$ cat src/rtl/i2cmb_wb_sequencer.sv
// Wishbone master that turns one byte-level I2C request into the IICMB command
// sequence (set-bus, start, address, data, stop) with irq completion and timeout recovery.
module i2cmb_wb_sequencer #(
    parameter int LEN_W          = 8,
    parameter int BUS_W          = 4,
    parameter int TIMEOUT_CYCLES = 65535
) (
    input  logic             clk_i,
    input  logic             rst_i,
    output logic             cyc_o,
    output logic             stb_o,
    input  logic             ack_i,
    output logic [1:0]       adr_o,
    output logic             we_o,
    output logic [7:0]       dat_o,
    input  logic [7:0]       dat_i,
    input  logic             irq_i,
    input  logic             req_valid,
    output logic             req_ready,
    input  logic             req_rw,
    input  logic [6:0]       req_addr,
    input  logic [LEN_W-1:0] req_len,
    input  logic [BUS_W-1:0] req_bus,
    input  logic [7:0]       wr_data,
    input  logic             wr_valid,
    output logic             wr_ready,
    output logic [7:0]       rd_data,
    output logic             rd_valid,
    output logic             done,
    output logic [2:0]       status,
    output logic             busy
);
    // INIT/RST1: CSR=C0 | RST0: CSR=00 | DPR_WR/CMD_WR/WAIT_IRQ/CMD_RD: one command step
    // WR_BYTE: wait wr_valid | DPR_RD: fetch read byte | DONE: report status
    localparam int TMO_W = $clog2(TIMEOUT_CYCLES + 1);

    localparam logic [3:0] S_INIT     = 4'd0;
    localparam logic [3:0] S_IDLE     = 4'd1;
    localparam logic [3:0] S_DPR_WR   = 4'd2;
    localparam logic [3:0] S_CMD_WR   = 4'd3;
    localparam logic [3:0] S_WAIT_IRQ = 4'd4;
    localparam logic [3:0] S_CMD_RD   = 4'd5;
    localparam logic [3:0] S_WR_BYTE  = 4'd6;
    localparam logic [3:0] S_DPR_RD   = 4'd7;
    localparam logic [3:0] S_RST0     = 4'd8;
    localparam logic [3:0] S_RST1     = 4'd9;
    localparam logic [3:0] S_DONE     = 4'd10;

    localparam logic [2:0] P_BUS   = 3'd0;
    localparam logic [2:0] P_START = 3'd1;
    localparam logic [2:0] P_ADDR  = 3'd2;
    localparam logic [2:0] P_DATA  = 3'd3;
    localparam logic [2:0] P_STOP  = 3'd4;

    localparam logic [1:0] A_CSR  = 2'd0;
    localparam logic [1:0] A_DPR  = 2'd1;
    localparam logic [1:0] A_CMDR = 2'd2;

    logic [3:0]       state;
    logic [2:0]       phase;
    logic [7:0]       cmd_c;
    logic [7:0]       dpr_d;
    logic             rw_q;
    logic [6:0]       addr_q;
    logic [LEN_W-1:0] cnt;
    logic [TMO_W-1:0] tmo;

    logic       op_act;
    logic [1:0] op_adr;
    logic       op_we;
    logic [7:0] op_dat;
    logic       op_ack;

    always_comb begin
        op_act = 1'b1;
        op_adr = A_CSR;
        op_we  = 1'b1;
        op_dat = 8'h00;
        case (state)
            S_INIT, S_RST1: op_dat = 8'hC0;
            S_RST0:         op_dat = 8'h00;
            S_DPR_WR: begin op_adr = A_DPR;  op_dat = dpr_d; end
            S_CMD_WR: begin op_adr = A_CMDR; op_dat = cmd_c; end
            S_CMD_RD: begin op_adr = A_CMDR; op_we  = 1'b0;  end
            S_DPR_RD: begin op_adr = A_DPR;  op_we  = 1'b0;  end
            default:  op_act = 1'b0;
        endcase
    end

    assign op_ack    = op_act && cyc_o && ack_i;
    assign req_ready = (state == S_IDLE);
    assign busy      = (state != S_IDLE) && (state != S_INIT);
    assign done      = (state == S_DONE);
    assign wr_ready  = (state == S_WR_BYTE) && wr_valid;

    always_ff @(posedge clk_i) begin
        if (rst_i) begin
            state <= S_INIT;  phase <= P_BUS;
            cyc_o <= 1'b0;    stb_o <= 1'b0;  we_o <= 1'b0;
            adr_o <= 2'd0;    dat_o <= 8'h00;
            rd_data <= 8'h00; rd_valid <= 1'b0; status <= 3'd0;
            cmd_c <= 8'h00;   dpr_d <= 8'h00;
            rw_q <= 1'b0;     addr_q <= 7'd0; cnt <= '0; tmo <= '0;
        end else begin
            rd_valid <= 1'b0;
            // Launch only from an idle bus, which guarantees a gap cycle between ops
            if (op_act && !cyc_o) begin
                cyc_o <= 1'b1; stb_o <= 1'b1;
                adr_o <= op_adr; we_o <= op_we; dat_o <= op_dat;
            end
            if (op_ack) begin
                cyc_o <= 1'b0; stb_o <= 1'b0; we_o <= 1'b0;
            end
            case (state)
                S_INIT: if (op_ack) state <= S_IDLE;
                S_IDLE: if (req_valid) begin
                    rw_q   <= req_rw;
                    addr_q <= req_addr;
                    cnt    <= req_len;
                    status <= 3'd0;
                    phase  <= P_BUS;
                    dpr_d  <= 8'(req_bus);
                    cmd_c  <= 8'h06;
                    state  <= S_DPR_WR;
                end
                S_DPR_WR: if (op_ack) state <= S_CMD_WR;
                S_CMD_WR: if (op_ack) begin
                    tmo   <= TMO_W'(TIMEOUT_CYCLES);
                    state <= S_WAIT_IRQ;
                end
                S_WAIT_IRQ: begin
                    if (irq_i) state <= S_CMD_RD;
                    else if (tmo == '0) begin
                        status <= 3'd5;
                        state  <= S_RST0;
                    end else tmo <= tmo - TMO_W'(1);
                end
                S_CMD_RD: if (op_ack) begin
                    if (dat_i[5]) begin
                        status <= 3'd3; state <= S_DONE;
                    end else if (dat_i[4]) begin
                        status <= 3'd4; state <= S_DONE;
                    end else if (dat_i[6] && (phase == P_ADDR || (phase == P_DATA && !rw_q))) begin
                        status <= (phase == P_ADDR) ? 3'd1 : 3'd2;
                        phase <= P_STOP; cmd_c <= 8'h05; state <= S_CMD_WR;
                    end else begin
                        case (phase)
                            P_BUS: begin
                                phase <= P_START; cmd_c <= 8'h04; state <= S_CMD_WR;
                            end
                            P_START: begin
                                phase <= P_ADDR; cmd_c <= 8'h01;
                                dpr_d <= {addr_q, rw_q}; state <= S_DPR_WR;
                            end
                            P_ADDR: begin
                                if (cnt == '0) begin
                                    phase <= P_STOP; cmd_c <= 8'h05; state <= S_CMD_WR;
                                end else begin
                                    phase <= P_DATA;
                                    if (rw_q) begin
                                        cmd_c <= (cnt == LEN_W'(1)) ? 8'h03 : 8'h02;
                                        state <= S_CMD_WR;
                                    end else state <= S_WR_BYTE;
                                end
                            end
                            P_DATA: begin
                                if (rw_q) begin
                                    if (cnt != '0) cnt <= cnt - LEN_W'(1);
                                    state <= S_DPR_RD;
                                end else if (cnt == '0) begin
                                    phase <= P_STOP; cmd_c <= 8'h05; state <= S_CMD_WR;
                                end else state <= S_WR_BYTE;
                            end
                            default: state <= S_DONE;
                        endcase
                    end
                end
                S_WR_BYTE: if (wr_valid) begin
                    dpr_d <= wr_data;
                    cmd_c <= 8'h01;
                    if (cnt != '0) cnt <= cnt - LEN_W'(1);
                    state <= S_DPR_WR;
                end
                S_DPR_RD: if (op_ack) begin
                    rd_data  <= dat_i;
                    rd_valid <= 1'b1;
                    if (cnt == '0) begin
                        phase <= P_STOP; cmd_c <= 8'h05;
                    end else cmd_c <= (cnt == LEN_W'(1)) ? 8'h03 : 8'h02;
                    state <= S_CMD_WR;
                end
                S_RST0: if (op_ack) state <= S_RST1;
                S_RST1: if (op_ack) state <= S_DONE;
                S_DONE: state <= S_IDLE;
                default: state <= S_INIT;
            endcase
        end
    end
endmodule

$ cat config.mk
export PLATFORM = sky130hd
export DESIGN_NAME = i2cmb_wb_sequencer
export DESIGN_NICKNAME = d
export VERILOG_FILES = /design/src/rtl/i2cmb_wb_sequencer.sv
export SDC_FILE = /design/constraint.sdc
export NUM_CORES = 1
export LEC_CHECK = 0
export ABC_AREA = 0
export ABC_CLOCK_PERIOD_IN_PS = 3000
export BUFFER_PORTS_ARGS = -buffer_cell sky130_fd_sc_hd__buf_2
export CAP_MARGIN = 20
export CORE_UTILIZATION = 62
export CTS_CLUSTER_SIZE = 40
export DETAILED_ROUTE_END_ITERATION = 10
export GPL_ROUTABILITY_DRIVEN = 0
export MAX_ROUTING_LAYER = met4
export PLACE_DENSITY = 0.86
export SYNTH_ARGS = -nofsm -noshare
export SYNTH_HDL_FRONTEND = slang
export SYNTH_SLANG_ARGS = --single-unit
$ cat constraint.sdc
create_clock -name clk_i -period 3 [get_ports clk_i]
set_input_delay 0.9 -clock clk_i [delete_from_list [all_inputs] [get_ports clk_i]]
set_output_delay 0.9 -clock clk_i [all_outputs]
set_load 0.01 [all_outputs]
* Word-level counts from Yosys, hierarchy flattened
Index checks and enable logic that the tools add are counted.
** Word-level totals
- Word-level logic and storage cells :: 174
- Flip-flop bits (word level) :: 79
- Input bits :: 42
- Output and inout port bits :: 29
** Cells by class
- $add $sub $neg :: 2
- Mux-type cells :: 80
- Bitwise gates (word level) :: 1
- Reduce and logical (&&, ||, !) cells :: 37
- Equality and inequality tests :: 39
** Operator list (count)
- two-way mux 8 bit :: 27
- case mux 8 bit (3 select lines) :: 3
- case mux 8 bit (4 select lines) :: 2
- two-way mux 3 bit :: 20
- two-way mux 4 bit :: 13
- two-way mux 16 bit :: 3
- case mux 4 bit (10 select lines) :: 1
- != test 2 bit (second input constant) :: 16
- case mux 16 bit (2 select lines) :: 1
- case mux 3 bit (3 select lines) :: 2
- AND reduction 9 bit :: 2
- == test 4 x 3 -> 1 bit (second input constant) :: 4
- logical NOT 16 bit :: 1
- case mux 4 bit (4 select lines) :: 1
- AND reduction 8 bit :: 2
- subtractor 16 x 1 -> 16 bit (second input constant) :: 1
- == test 4 bit (second input constant) :: 3
- != test 4 bit (second input constant) :: 3
- case mux 3 bit (4 select lines) :: 1
- OR reduction 2 bit :: 6
- AND reduction 11 bit :: 1
- nonzero test 3 bit :: 3
- == test 4 x 2 -> 1 bit (second input constant) :: 2
- == test 8 x 1 -> 1 bit (second input constant) :: 1
- other kinds (26) :: 40

* Depth between registers and ports, before layout
Gate-level depths: netlist of the first run.
- Depth in word-level cells :: 10
- Gate-level depth with buffers :: 8
- Mapped depth without buffers :: 7

* Worst setup path after synthesis of the first run
OpenSTA, ideal clock, no wires.
- Path kind :: input -> register
- Start :: input dat_i[4]
- End :: register cmd_c[0]
- Required time :: 2.930 ns
- Setup time :: 0.070 ns
- Path slack :: 0.716 ns
- Data arrival time :: 2.214 ns
- Cell stages on the path :: 5
- Path buffers :: 0
- Cells stage by stage :: nor3_1 o2111ai_1 a31o_2 or4_1 a21oi_1
** Between the ends
- Cells in the longest elaborated chain, start to end :: 2
** Ends and longest elaborated chain
- from (decl) :: RTL line 16 : input logic [7:0] dat_i,
- != test 2 bit (no source line)
- AND reduction 11 bit (no source line)
- to (signal assigned) :: RTL line 161 : cmd_c <= (cnt == LEN_W'(1)) ? 8'h03 : 8'h02;
- to (signal assigned) :: RTL line 189 : end else cmd_c <= (cnt == LEN_W'(1)) ? 8'h03 : 8'h02;
- to (decl) :: RTL line 61 : logic [7:0] cmd_c;
Every way passes these cells.
A chain may end at the register's enable or synchronous reset.

* Worst setup path after layout of the first run
- Start :: register state[3]
- End :: output wr_ready
** Between the ends
- Cells in the longest elaborated chain, start to end :: 2
** Ends and longest elaborated chain
- from (decl) :: RTL line 59 : logic [3:0] state;
- from (signal assigned) :: RTL line 98 : state <= S_INIT; phase <= P_BUS;
- from (signal assigned) :: RTL line 115 : S_INIT: if (op_ack) state <= S_IDLE;
- from (signal assigned) :: RTL line 124 : state <= S_DPR_WR;
- == test 4 x 3 -> 1 bit :: RTL line 94 : assign wr_ready = (state == S_WR_BYTE) && wr_valid;
- logical AND 1 bit :: RTL line 94
- to (decl) :: RTL line 26 : output logic wr_ready,
Every way passes these cells.

==> report_table.html, run 1 <==
<table>
<tr><th>Metric</th><th>Value</th></tr>
<tr><th colspan="2">Min path</th></tr>
<tr><td>Number of cells on the worst hold path</td><td>2</td></tr>
<tr><td>Path class of the lowest-slack min-delay path</td><td>reg2reg</td></tr>
<tr><td>Beginning of the worst hold path</td><td>dat_o[2]</td></tr>
<tr><td>Endpoint, Worst Hold</td><td>dat_o[2]</td></tr>
<tr><th colspan="2">Timing</th></tr>
<tr><td>Setup repair after global routing missed its margin</td><td>no</td></tr>
<tr><td>Final hold violations</td><td>0</td></tr>
<tr><td>Worst-case headroom to the max-slew limit</td><td>45.6%</td></tr>
<tr><td>Number of pins with negative max-slew slack in the final report</td><td>0</td></tr>
<tr><td>Final setup fails</td><td>0</td></tr>
<tr><td>Worst-Margin Slew</td><td>0.814 ns</td></tr>
<tr><td>Final critical path time including I/O delays and setup</td><td>2.87 ns</td></tr>
<tr><td>Final clock period utilization by the worst path</td><td>95.8%</td></tr>
<tr><td>Total negative slack</td><td>0 ns</td></tr>
<tr><td>Worst Skew</td><td>0.00948 ns</td></tr>
<tr><td>Max Clock Freq</td><td>348 MHz</td></tr>
<tr><th colspan="2">Place</th></tr>
<tr><td>Quantity of I/O buffers inserted on ports</td><td>70</td></tr>
<tr><td>DPL Wire Length</td><td>8190 um</td></tr>
<tr><th colspan="2">CTS</th></tr>
<tr><td>Count of hold-fix buffers inserted at cts</td><td>0</td></tr>
<tr><td>Buffers inserted during post-CTS setup optimization</td><td>0</td></tr>
<tr><td>Clock tree from TritonCTS</td><td>yes</td></tr>
<tr><td>Skew-Pair Late Insertion Delay</td><td>0.36 ns</td></tr>
<tr><td>Number of buffers created by CTS</td><td>9</td></tr>
<tr><td>Sink count of the clock tree</td><td>74</td></tr>
<tr><td>Number of H-tree branching levels</td><td>3</td></tr>
<tr><td>Clk Tree Root Cell</td><td>clkbuf_8</td></tr>
<tr><td>Max Root-Sink Buffers</td><td>2</td></tr>
<tr><td>Post-CTS Resized</td><td>0</td></tr>
<tr><td>Clock slew seen by the registers of the worst setup and hold paths</td><td>0.07 ns</td></tr>
<tr><th colspan="2">Floorplan</th></tr>
<tr><td>Placeable Area</td><td>6870 um^2</td></tr>
<tr><td>Height of the die</td><td>86.9 um</td></tr>
<tr><td>Top Ports</td><td>71</td></tr>
<tr><td>Initial cell density of the core</td><td>65.0%</td></tr>
<tr><td>Overall die area</td><td>7550 um^2</td></tr>
<tr><td>Num rows</td><td>30</td></tr>
<tr><td>Die X-Extent</td><td>86.9 um</td></tr>
<tr><th colspan="2">Detailed routing</th></tr>
<tr><td>DRT iter0 DRCs</td><td>425</td></tr>
<tr><td>ANT nets after route</td><td>0</td></tr>
<tr><td>Vias per cell</td><td>6.42</td></tr>
<tr><td>Wirelength per Cell</td><td>17.0 um</td></tr>
<tr><td>Via total after detailed routing</td><td>4410</td></tr>
<tr><td>Residual DRC</td><td>0</td></tr>
<tr><td>Routed WL</td><td>11700 um</td></tr>
<tr><td>Drt first pass iters</td><td>6</td></tr>
<tr><th colspan="2">Setup path</th></tr>
<tr><td>Setup slack of the most critical reg-to-reg path</td><td>0.51 ns</td></tr>
<tr><td>Critical path data arrival time</td><td>1.97 ns</td></tr>
<tr><td>Critical-path maximum fanout</td><td>22</td></tr>
<tr><td>Terminus of the critical flop-to-flop path</td><td>tmo[5]</td></tr>
<tr><td>Reg-to-reg critical path startpoint</td><td>state[3]</td></tr>
<tr><td>R2R depth</td><td>5</td></tr>
<tr><td>Kind of end point of the critical path</td><td>output port</td></tr>
<tr><td>Worst endpoint required time</td><td>2.10 ns</td></tr>
<tr><td>Worst Path Class, Setup</td><td>reg2out</td></tr>
<tr><td>Type of element launching the critical path</td><td>register</td></tr>
<tr><th colspan="2">Logic synthesis</th></tr>
<tr><td>Synthesized Nets</td><td>578</td></tr>
<tr><td>Area fraction of the dominant cell type after synthesis</td><td>33.2%</td></tr>
<tr><td>Warnings from Yosys</td><td>0</td></tr>
<tr><td>Async S/R FF share, synth</td><td>0%</td></tr>
<tr><td>Sequential cell area fraction in the yosys report</td><td>33.2%</td></tr>
<tr><td>Largest cells by area after synthesis</td><td>dfxtp_1 (33%), a21oi_1 (5.9%), nand2_1 (3.6%), mux2i_1 (2.9%), nor2_1 (2.9%)</td></tr>
<tr><td>Count of state elements after synthesis</td><td>74</td></tr>
<tr><td>Number of distinct library cells after synthesis</td><td>86</td></tr>
<tr><td>Syn Inst Count</td><td>533</td></tr>
<tr><td>Top cell type by total area after synthesis</td><td>dfxtp_1</td></tr>
<tr><td>Avg Inst Size Synth</td><td>8.38 um^2</td></tr>
<tr><td>Most common flop cell mapped by yosys</td><td>dfxtp_1</td></tr>
<tr><td>EDFF count, synth</td><td>0</td></tr>
<tr><td>Syn Std Cell Area</td><td>4470 um^2</td></tr>
<tr><th colspan="2">GRT</th></tr>
<tr><td>Number of antenna violations at the first check in global routing</td><td>0</td></tr>
<tr><td>Congestion Overflow GR</td><td>0</td></tr>
<tr><td>Global-route wire length before repair</td><td>19400 um</td></tr>
<tr><td>Overall global routing resource usage</td><td>33.3%</td></tr>
<tr><td>Maximum number of pins on one net before global-route repair</td><td>62</td></tr>
<tr><td>Vias in the first global route</td><td>4147</td></tr>
<tr><th colspan="2">Pwr</th></tr>
<tr><td>Leakage power total</td><td>1.87 nW</td></tr>
<tr><td>Power Total</td><td>0.00440 W</td></tr>
<tr><td>PwrDens</td><td>882 nW/um^2</td></tr>
<tr><td>Max rail drop VDD</td><td>488 uV</td></tr>
<tr><th colspan="2">Final layout</th></tr>
<tr><td>ANT cells</td><td>0</td></tr>
<tr><td>Share of final-layout standard cells stronger than drive strength 1</td><td>22.3%</td></tr>
<tr><td>Final core utilization</td><td>72.6%</td></tr>
<tr><td>Area growth, synth to finish</td><td>11.7%</td></tr>
<tr><td>Final #Nets</td><td>631</td></tr>
<tr><th colspan="2">Status</th></tr>
<tr><td>Run status</td><td>complete, no violations</td></tr>
<tr><th colspan="2">Flow run</th></tr>
<tr><td>Max cap viols</td><td>0</td></tr>
</table>
-- through the flow --
step	hold WS [ns]	cells	setup slack [ns]	instance area, um^2
3_3_place_gp	0.437	671	0.408	4770
3_5_place_dp	0.441	671	0.387	4770
2_1_floorplan	0.435	533	0.716	4470
4_1_cts	0.451	687	0.190	4990
5_1_grt	0.464	687	0.0757	4990
6_report	0.452	687	0.125	4990
-- cell type report --
cell class | instances | area, um^2
clock buffers | 10 | 138
fillers | 576 | 1880
flip-flops and latches | 74 | 1480
inverters | 22 | 82.6
clock inverters | 6 | 80.1
multi-input cells | 394 | 2610
well taps | 96 | 120
repair buffers | 85 | 475
-- cell families (layout without fill, tap and decap cells) --
logic type | after synthesis | after routing | synth area share [%]
adders and majority gates | 3 | 3 | 0.841
and+or+nand+nor | 192 | 192 | 25.0
AOI/OAI and AO/OA | 177 | 177 | 27.8
buffers and inverters | 65 | 123 | 8.32
DFF | 74 | 74 | 33.2
xor gates and xnor gates | 6 | 6 | 1.18
muxes | 16 | 16 | 3.67
-- report_power, final --
group / internal, W / total, W / leakage (nW) / switching [W]
logic: 0.000825 / 0.00220 / 1.16 / 0.00137
clock network: 0.000485 / 0.000862 / 0.116 / 0.000377
registers: 0.00112 / 0.00134 / 0.599 / 0.000213
-- metal layers --
metal  share of wire (%)  up-vias  GRT usage [%]
met2                  49      200           54.0
met1                  42     2055           40.0
met5                   0        -              -
met4                 3.4        0           16.7
met3                 6.0       51           5.59
li1                    -     2104              -
-- registers in the layout, summed over array words and instances (netlist names) --
name and flops:
rw_q 1, dat_o 8, addr_q 7, we_o 1, phase 3, adr_o 2
cnt 8, tmo 16, state 4, dpr_d 8, cmd_c 3, stb_o 1
rd_valid 1, status 3, rd_data 8
-- critical path, stage by stage, from the launching register on --
cell,delay (ns)
dfxtp_1,0.85
nand2b_1,0.47
nor3_1,0.13
buf_2,0.17
-- worst max-delay path by stage --
stage             start        to  slack (ns)  cells after the start
2_1_floorplan  dat_i[4]  cmd_c[0]        0.72                      5
3_3_place_gp   dat_i[4]  cmd_c[0]        0.41                      6
3_5_place_dp   dat_i[4]  cmd_c[0]        0.39                      6
4_1_cts        state[3]  wr_ready        0.19                      3
5_1_grt        state[3]  wr_ready        0.08                      3
6_report       state[3]  wr_ready        0.13                      3
-- layout by cell type, fill, tap and decap left out, drive strengths merged, types with 5 or more instances in the layout --
cell type / synthesis / final
dfxtp: 74 / 74
mux2i: 13 / 13
a22oi: 8 / 8
o211ai: 5 / 5
nand2b: 9 / 9
o31ai: 11 / 11
nor3: 14 / 14
or3: 12 / 12
clkbuf: 27 / 10
a211oi: 6 / 6
a31oi: 15 / 15
o2111ai: 6 / 6
o32ai: 6 / 6
a211o: 6 / 6
nand2: 43 / 43
nor4: 10 / 10
buf: 16 / 85
nand3: 21 / 21
xor2: 5 / 5
nor2: 35 / 35
a21oi: 53 / 53
o22ai: 7 / 7
nor2b: 9 / 9
o21ai: 23 / 23
or4: 10 / 10
inv: 22 / 22
-- cell usage after synthesis, drive strengths merged (12+ instances only) --
| cell type | number |
|---|---|
| a21oi | 53 |
| a31oi | 15 |
| buf | 16 |
| clkbuf | 27 |
| dfxtp | 74 |
| inv | 22 |
| mux2i | 13 |
| nand2 | 43 |
| nand3 | 21 |
| nor2 | 35 |
| nor3 | 14 |
| o21ai | 23 |
| or3 | 12 |
(Power assumes the default switching activity.)
==> inputs of run 2 (changes only) <==
CELL_PAD_IN_SITES_DETAIL_PLACEMENT = 2   (was not set)
CELL_PAD_IN_SITES_GLOBAL_PLACEMENT = 2   (was not set)
CORE_UTILIZATION = 37   (was 62)
PLACE_DENSITY = 0.95   (was 0.86)
==> run 2 against run 1 <==
  * The flow now finishes with violations (design-rule violations)
  * Die area increased by 66%
  * Utilization decreased by 28 points
  * Worst hold slack improved by 0.0036 ns
  * Register-to-register slack got worse by 0.24 ns
  * Wire length increased by 47%
  * Critical path type unchanged
==> report_table.html, run 2 (synthesis results as in run 1) <==
<table>
<tr><th>Metric</th><th>Value</th></tr>
<tr><th colspan="2">Timing</th></tr>
<tr><td>Worst-Margin Slew</td><td>0.699 ns (was 0.814 ns)</td></tr>
<tr><td>Total negative slack</td><td>0 ns (unchanged)</td></tr>
<tr><td>PnR worst setup slack</td><td>0.218 ns (was 0.125 ns)</td></tr>
<tr><td>Worst-case headroom to the max-slew limit</td><td>53.1% (was 45.6%)</td></tr>
<tr><td>Final clock period utilization by the worst path</td><td>92.7% (was 95.8%)</td></tr>
<tr><td>Final critical path time including I/O delays and setup</td><td>2.78 ns (was 2.87 ns)</td></tr>
<tr><td>Number of pins with negative max-slew slack in the final report</td><td>0 (unchanged)</td></tr>
<tr><td>Setup repair after global routing missed its margin</td><td>no (unchanged)</td></tr>
<tr><td>Final setup fails</td><td>0 (unchanged)</td></tr>
<tr><td>Final hold violations</td><td>0 (unchanged)</td></tr>
<tr><td>Worst Skew</td><td>0.00900 ns (was 0.00948 ns)</td></tr>
<tr><td>Max Clock Freq</td><td>359 MHz (was 348 MHz)</td></tr>
<tr><th colspan="2">Place</th></tr>
<tr><td>DPL Wire Length</td><td>12300 um (was 8190 um)</td></tr>
<tr><td>Minimum setup slack after placement</td><td>0.296 ns (was 0.387 ns)</td></tr>
<tr><td>Inst Count DP</td><td>725 (was 671)</td></tr>
<tr><td>Post-detailed-placement cell area</td><td>4870 um^2 (was 4770 um^2)</td></tr>
<tr><td>Quantity of I/O buffers inserted on ports</td><td>70 (unchanged)</td></tr>
<tr><th colspan="2">CTS</th></tr>
<tr><td>Number of H-tree branching levels</td><td>3 (unchanged)</td></tr>
<tr><td>Clk Tree Root Cell</td><td>clkbuf_16 (was clkbuf_8)</td></tr>
<tr><td>Buffers inserted during post-CTS setup optimization</td><td>0 (unchanged)</td></tr>
<tr><td>Max Root-Sink Buffers</td><td>2 (unchanged)</td></tr>
<tr><td>Skew-Pair Late Insertion Delay</td><td>0.35 ns (was 0.36 ns)</td></tr>
<tr><td>Sink count of the clock tree</td><td>74 (unchanged)</td></tr>
<tr><td>Clock slew seen by the registers of the worst setup and hold paths</td><td>0.06 ns (was 0.07 ns)</td></tr>
<tr><td>Number of buffers created by CTS</td><td>9 (unchanged)</td></tr>
<tr><td>Clock tree from TritonCTS</td><td>yes (unchanged)</td></tr>
<tr><th colspan="2">Final layout</th></tr>
<tr><td>Area growth, synth to finish</td><td>15.2% (was 11.7%)</td></tr>
<tr><td>Number of flip-flops in the largest register</td><td>16 (unchanged)</td></tr>
<tr><td>ANT cells</td><td>0 (unchanged)</td></tr>
<tr><td>Commonest non-fill, non-tap cells in the layout</td><td>dfxtp_1 (74), buf_2 (70), a21oi_1 (53) (unchanged)</td></tr>
<tr><td>Filler-free cell count of the finished design</td><td>741 (was 687)</td></tr>
<tr><td>Sequential standard cell area</td><td>1480 um^2 (unchanged)</td></tr>
<tr><td>Footprint of the multi-input gates</td><td>2620 um^2 (was 2610 um^2)</td></tr>
<tr><td>Largest Register</td><td>tmo (unchanged)</td></tr>
<tr><td>Final #Nets</td><td>638 (was 631)</td></tr>
<tr><td>Final instance area</td><td>5140 um^2 (was 4990 um^2)</td></tr>
<tr><td>Number of fill cells</td><td>1325 (was 576)</td></tr>
<tr><td>Most common library cell in the layout ignoring fill and taps</td><td>dfxtp_1 (unchanged)</td></tr>
<tr><td>Share of final-layout standard cells stronger than drive strength 1</td><td>22.7% (was 22.3%)</td></tr>
<tr><th colspan="2">Floorplan</th></tr>
<tr><td>Placeable Area</td><td>11600 um^2 (was 6870 um^2)</td></tr>
<tr><td>Overall die area</td><td>12500 um^2 (was 7550 um^2)</td></tr>
<tr><td>Height of the die</td><td>112 um (was 86.9 um)</td></tr>
<tr><td>Die X-Extent</td><td>112 um (was 86.9 um)</td></tr>
<tr><td>Initial cell density of the core</td><td>38.5% (was 65.0%)</td></tr>
<tr><td>Top Ports</td><td>71 (unchanged)</td></tr>
<tr><td>Num rows</td><td>39 (was 30)</td></tr>
<tr><th colspan="2">Setup path</th></tr>
<tr><td>Kind of end point of the critical path</td><td>output port (unchanged)</td></tr>
<tr><td>Category of cells accounting for the largest share of critical-path delay</td><td>simple AND/OR/NAND/NOR gates (was flip-flops)</td></tr>
<tr><td>Series of cell instances along the critical path</td><td>buf_4, nand2b_1, nor3_1, buf_2 (was nand2b_1, nor3_1, buf_2)</td></tr>
<tr><td>Delay of the slowest critical-path stage</td><td>0.46 ns (was 0.85 ns)</td></tr>
<tr><td>Worst endpoint required time</td><td>2.10 ns (about the same)</td></tr>
<tr><td>Cell with the largest stage delay on the worst path</td><td>dfxtp_1 (unchanged)</td></tr>
<tr><td>Critical path data arrival time</td><td>1.88 ns (was 1.97 ns)</td></tr>
<tr><td>Type of element launching the critical path</td><td>register (unchanged)</td></tr>
<tr><td>Worst Path Class, Setup</td><td>reg2out (unchanged)</td></tr>
<tr><td>Critical-path maximum fanout</td><td>13 (was 22)</td></tr>
<tr><td>Number of buffers and inverters on the critical path</td><td>2 (was 1)</td></tr>
<tr><th colspan="2">Pwr</th></tr>
<tr><td>Leakage power total</td><td>1.93 nW (was 1.87 nW)</td></tr>
<tr><td>Power Total</td><td>0.00481 W (was 0.00440 W)</td></tr>
<tr><td>PwrDens</td><td>935 nW/um^2 (was 882 nW/um^2)</td></tr>
<tr><td>Max rail drop VDD</td><td>285 uV (was 488 uV)</td></tr>
<tr><th colspan="2">Status</th></tr>
<tr><td>Run status</td><td>finished with violations (was complete, no violations)</td></tr>
<tr><td>Violations in the final reports</td><td>design-rule violations</td></tr>
<tr><th colspan="2">GRT</th></tr>
<tr><td>Global-route wire length before repair</td><td>27300 um (was 19400 um)</td></tr>
<tr><td>Maximum number of pins on one net before global-route repair</td><td>28 (was 62)</td></tr>
<tr><td>Vias in the first global route</td><td>5050 (was 4147)</td></tr>
<tr><td>Overall global routing resource usage</td><td>28.8% (was 33.3%)</td></tr>
<tr><td>Number of antenna violations at the first check in global routing</td><td>0 (unchanged)</td></tr>
<tr><td>Congestion Overflow GR</td><td>0 (unchanged)</td></tr>
<tr><th colspan="2">Detailed routing</th></tr>
<tr><td>Wirelength per Cell</td><td>23.1 um (was 17.0 um)</td></tr>
<tr><td>ANT nets after route</td><td>0 (unchanged)</td></tr>
<tr><td>Routed WL</td><td>17100 um (was 11700 um)</td></tr>
<tr><td>Via total after detailed routing</td><td>4564 (was 4410)</td></tr>
<tr><td>DRT iter0 DRCs</td><td>279 (was 425)</td></tr>
<tr><td>Drt first pass iters</td><td>11 (was 6)</td></tr>
<tr><td>Vias per cell</td><td>6.16 (was 6.42)</td></tr>
<tr><td>Residual DRC</td><td>2 (was 0)</td></tr>
<tr><th colspan="2">Flow run</th></tr>
<tr><td>Max cap viols</td><td>0 (unchanged)</td></tr>
<tr><th colspan="2">Min path</th></tr>
<tr><td>Path class of the lowest-slack min-delay path</td><td>reg2reg (unchanged)</td></tr>
</table>
[run 2: layout make-up]
cell class | count | share of cell area, %
inverters | 22 | 1.61
clock inverters | 3 | 0.292
clock buffers | 13 | 4.86
multi-input cells | 394 | 50.9
well taps | 143 | 3.48
repair buffers | 92 | 10.0
flip-flops and latches | 74 | 28.8
[run 2: metrics by stage]
step / util [%] / hold WS, ns
finish: 44.3 / 0.455
global route: 44.3 / 0.478
CTS: 44.2 / 0.462
detailed placement: 41.9 / 0.453
global placement: 41.9 / 0.439
floorplan: - / 0.435
[run 2: final timing paths]
check | slack, ns | start | cells past startpoint | end
setup / recovery | 0.22 | state[3] | 4 | wr_ready
hold / removal | 0.46 | dat_o[5] | 2 | dat_o[5]
setup reg to reg | 0.27 | state[1] | 6 | dpr_d[5]
hold reg to reg | 0.46 | dat_o[5] | 2 | dat_o[5]
[run 2: where the power goes]
part           total (W)  leakage, nW  switching, W  internal [W]
Clock            0.00101        0.133      0.000428      0.000579
Combinational    0.00246         1.19       0.00161      0.000853
Sequential       0.00134        0.599      0.000215       0.00113
[run 2: per-layer routing]
metal | vias to the layer above | global-route usage [%] | wire, um | share of wire [%]
li1 | 2123 | - | - | -
met1 | 2288 | 31.7 | 6990 | 41
met2 | 113 | 50.6 | 8920 | 52
met3 | 40 | 5.82 | 658 | 3.8
met4 | 0 | 11.6 | 551 | 3.2
met5 | - | - | 0 | 0
[run 2: worst reg2reg max path: stages, from the launching register on]
cell and delay (ns):
dfxtp_1 0.73, buf_4 0.31, and4bb_1 0.33, o21ai_1 0.19, nand4_2 0.41, or3_1 0.52
a21oi_1 0.16
[run 2: what timing repair did]
item                       CTS  global route
setup endpoints to repair    0             1
resized for setup            0             1
hold buffers                 0             0
==> inputs of run 3 (changes only) <==
ABC_CLOCK_PERIOD_IN_PS = 2790   (was 3000)
CORE_UTILIZATION = 34   (was 37)
PLACE_DENSITY = 0.91   (was 0.95)
clock period = 2.79 ns   (was 3 ns; I/O delays follow)
==> run 3 against run 2 <==
  * The run now ends clean
  * Utilization fell by 3.4 points
  * Clock skew rose by 0.0040 ns
  * Flip-flop and latch count did not move
  * Register-to-register slack got worse by 0.16 ns
  * Sequential share of layout area fell by 0.33 points
  * Combinational power rose by 10%
  * Die area rose by 8.7%
  * Global-route usage fell by 1.6 points
  * Sequential power rose by 5%
  * Worst setup slack got worse by 0.16 ns
==> report_table.html, run 3 (synthesis results as in run 1) <==
<table>
<tr><th>Metric</th><th>Value</th></tr>
<tr><th colspan="2">Final layout</th></tr>
<tr><td>Final core utilization</td><td>40.9% (was 44.3%)</td></tr>
<tr><td>Sequential standard cell area</td><td>1480 um^2 (about the same)</td></tr>
<tr><td>Most common library cell in the layout ignoring fill and taps</td><td>dfxtp_1 (unchanged)</td></tr>
<tr><td>Area growth, synth to finish</td><td>16.6% (was 15.2%)</td></tr>
<tr><td>Commonest non-fill, non-tap cells in the layout</td><td>dfxtp_1 (73), buf_2 (70), a21oi_1 (53) (was dfxtp_1 (74), buf_2 (70), a21oi_1 (53))</td></tr>
<tr><td>ANT cells</td><td>0 (unchanged)</td></tr>
<tr><td>Number of fill cells</td><td>1471 (was 1325)</td></tr>
<tr><td>Largest Register</td><td>tmo (unchanged)</td></tr>
<tr><td>Share of final-layout standard cells stronger than drive strength 1</td><td>22.8% (was 22.7%)</td></tr>
<tr><td>Final #Nets</td><td>638 (unchanged)</td></tr>
<tr><td>Footprint of the multi-input gates</td><td>2610 um^2 (was 2620 um^2)</td></tr>
<tr><td>Final instance area</td><td>5210 um^2 (was 5140 um^2)</td></tr>
<tr><td>Number of flip-flops in the largest register</td><td>16 (unchanged)</td></tr>
<tr><th colspan="2">Detailed routing</th></tr>
<tr><td>Vias per cell</td><td>5.93 (was 6.16)</td></tr>
<tr><td>Drt first pass iters</td><td>4 (was 11)</td></tr>
<tr><td>DRT iter0 DRCs</td><td>246 (was 279)</td></tr>
<tr><td>Routed WL</td><td>16800 um (was 17100 um)</td></tr>
<tr><td>Via total after detailed routing</td><td>4564 (unchanged)</td></tr>
<tr><td>Residual DRC</td><td>0 (was 2)</td></tr>
<tr><td>ANT nets after route</td><td>0 (unchanged)</td></tr>
<tr><td>Wirelength per Cell</td><td>21.8 um (was 23.1 um)</td></tr>
<tr><th colspan="2">GRT</th></tr>
<tr><td>Maximum number of pins on one net before global-route repair</td><td>62 (was 28)</td></tr>
<tr><td>Vias in the first global route</td><td>5040 (was 5050)</td></tr>
<tr><td>Overall global routing resource usage</td><td>27.2% (was 28.8%)</td></tr>
<tr><td>Number of antenna violations at the first check in global routing</td><td>0 (unchanged)</td></tr>
<tr><td>Congestion Overflow GR</td><td>0 (unchanged)</td></tr>
<tr><td>Global-route wire length before repair</td><td>27200 um (was 27300 um)</td></tr>
<tr><th colspan="2">Timing</th></tr>
<tr><td>Worst-case headroom to the max-slew limit</td><td>42.1% (was 53.1%)</td></tr>
<tr><td>Final hold violations</td><td>0 (unchanged)</td></tr>
<tr><td>Max Clock Freq</td><td>367 MHz</td></tr>
<tr><td>Worst-Margin Slew</td><td>0.864 ns (was 0.699 ns)</td></tr>
<tr><td>Final critical path time including I/O delays and setup</td><td>2.73 ns</td></tr>
<tr><td>Number of pins with negative max-slew slack in the final report</td><td>0 (unchanged)</td></tr>
<tr><td>Worst Skew</td><td>0.0130 ns (was 0.00900 ns)</td></tr>
<tr><td>Setup repair after global routing missed its margin</td><td>no (unchanged)</td></tr>
<tr><td>Final setup fails</td><td>0 (unchanged)</td></tr>
<tr><td>Final clock period utilization by the worst path</td><td>97.8%</td></tr>
<tr><td>Total negative slack</td><td>0 ns (unchanged)</td></tr>
<tr><th colspan="2">Pwr</th></tr>
<tr><td>Max rail drop VDD</td><td>433 uV (was 285 uV)</td></tr>
<tr><td>PwrDens</td><td>1020 nW/um^2 (was 935 nW/um^2)</td></tr>
<tr><td>Leakage power total</td><td>1.93 nW (about the same)</td></tr>
<tr><th colspan="2">Floorplan</th></tr>
<tr><td>Overall die area</td><td>13600 um^2 (was 12500 um^2)</td></tr>
<tr><td>Placeable Area</td><td>12700 um^2 (was 11600 um^2)</td></tr>
<tr><td>Initial cell density of the core</td><td>35.1% (was 38.5%)</td></tr>
<tr><td>Die X-Extent</td><td>117 um (was 112 um)</td></tr>
<tr><td>Num rows</td><td>41 (was 39)</td></tr>
<tr><td>Height of the die</td><td>117 um (was 112 um)</td></tr>
<tr><td>Top Ports</td><td>71 (unchanged)</td></tr>
<tr><th colspan="2">Flow run</th></tr>
<tr><td>Max cap viols</td><td>0 (unchanged)</td></tr>
<tr><th colspan="2">CTS</th></tr>
<tr><td>Count of hold-fix buffers inserted at cts</td><td>0 (unchanged)</td></tr>
<tr><td>Skew-Pair Late Insertion Delay</td><td>0.35 ns (about the same)</td></tr>
<tr><td>Clock tree from TritonCTS</td><td>yes (unchanged)</td></tr>
<tr><td>Sink count of the clock tree</td><td>74 (unchanged)</td></tr>
<tr><td>Clock slew seen by the registers of the worst setup and hold paths</td><td>0.06 ns (about the same)</td></tr>
<tr><td>Number of H-tree branching levels</td><td>3 (unchanged)</td></tr>
<tr><td>Buffers inserted during post-CTS setup optimization</td><td>0 (unchanged)</td></tr>
<tr><td>Number of buffers created by CTS</td><td>9 (unchanged)</td></tr>
<tr><td>Clk Tree Root Cell</td><td>clkbuf_16 (unchanged)</td></tr>
<tr><td>Max Root-Sink Buffers</td><td>2 (unchanged)</td></tr>
<tr><th colspan="2">Setup path</th></tr>
<tr><td>Kind of end point of the critical path</td><td>output port (unchanged)</td></tr>
<tr><td>Critical path data arrival time</td><td>1.89 ns (was 1.88 ns)</td></tr>
<tr><td>Worst Path Class, Setup</td><td>reg2out (unchanged)</td></tr>
<tr><td>Worst endpoint required time</td><td>1.95 ns (was 2.10 ns)</td></tr>
<tr><td>Critical-path maximum fanout</td><td>15 (was 13)</td></tr>
<tr><td>Type of element launching the critical path</td><td>register (unchanged)</td></tr>
<tr><td>R2R depth</td><td>7 (was 6)</td></tr>
<tr><th colspan="2">Status</th></tr>
<tr><td>Run status</td><td>complete, no violations (was finished with violations)</td></tr>
<tr><th colspan="2">Place</th></tr>
<tr><td>Post-detailed-placement cell area</td><td>4920 um^2 (was 4870 um^2)</td></tr>
<tr><td>Quantity of I/O buffers inserted on ports</td><td>70 (unchanged)</td></tr>
<tr><td>DPL Wire Length</td><td>11700 um (was 12300 um)</td></tr>
<tr><th colspan="2">Min path</th></tr>
<tr><td>Path class of the lowest-slack min-delay path</td><td>reg2reg (unchanged)</td></tr>
<tr><td>Number of cells on the worst hold path</td><td>2 (unchanged)</td></tr>
</table>
[run 3: power breakdown]
| group | internal [W] | switching (W) | total, W | leakage (nW) |
|---|---|---|---|---|
| sequential | 0.00121 | 0.000194 | 0.00141 | 0.600 |
| combinational | 0.000960 | 0.00175 | 0.00271 | 1.19 |
| clock | 0.000714 | 0.000466 | 0.00118 | 0.136 |
| total | 0.00289 | 0.00241 | 0.00530 | 1.93 |
[run 3: what timing repair did]
| action | in CTS | in global routing |
|---|---|---|
| endpoints found under the setup margin | 0 | 1 |
| endpoints found under the hold margin | 0 | 0 |
| gates resized for setup | 0 | 1 |
[run 3: area by class of cell]
| cell class | instances | share of cell area [%] |
|---|---|---|
| flip-flops and latches | 74 | 28.5 |
| inverters | 22 | 1.59 |
| multi-input cells | 394 | 50.2 |
| clock inverters | 2 | 0.721 |
| repair buffers | 92 | 10.1 |
| well taps | 172 | 4.13 |
| clock buffers | 13 | 4.80 |
[run 3: path summary, 6_finish.rpt]
| kind | to | startpoint | slack (ns) |
|---|---|---|---|
| worst max-delay path | wr_ready | state[1] | 0.06 |
| worst min-delay path | dat_o[0] | dat_o[0] | 0.45 |
| worst max register to register | dpr_d[1] | state[1] | 0.11 |
| worst min register to register | dat_o[0] | dat_o[0] | 0.45 |
[run 3: layer usage]
metal  part of all wire (%)  global-route usage (%)  vias up
met4                    3.1                    12.4        0
met2                     52                    47.7      131
li1                       -                       -     2109
met5                      0                       -        -
met1                     41                    29.6     2286
met3                    4.0                    5.71       38
[run 3: worst max-delay path, stage by stage, from the launching register on]
cell and delay, ns:
dfxtp_1 0.74, nand2b_1 0.20, nor3_1 0.40, buf_2 0.21
[run 3: per-stage QoR]
stage / total power, W / instances / hold slack, ns / worst slack [ns]
after detailed placement: 0.00405 / 754 / 0.442 / 0.196
after global placement: 0.00386 / 754 / 0.438 / 0.220
after CTS: 0.00530 / 769 / 0.451 / 0.114
after global routing: 0.00559 / 769 / 0.483 / 0.0138
after floorplan: 0.00327 / 533 / 0.435 / 0.569
final: 0.00530 / 769 / 0.447 / 0.0621
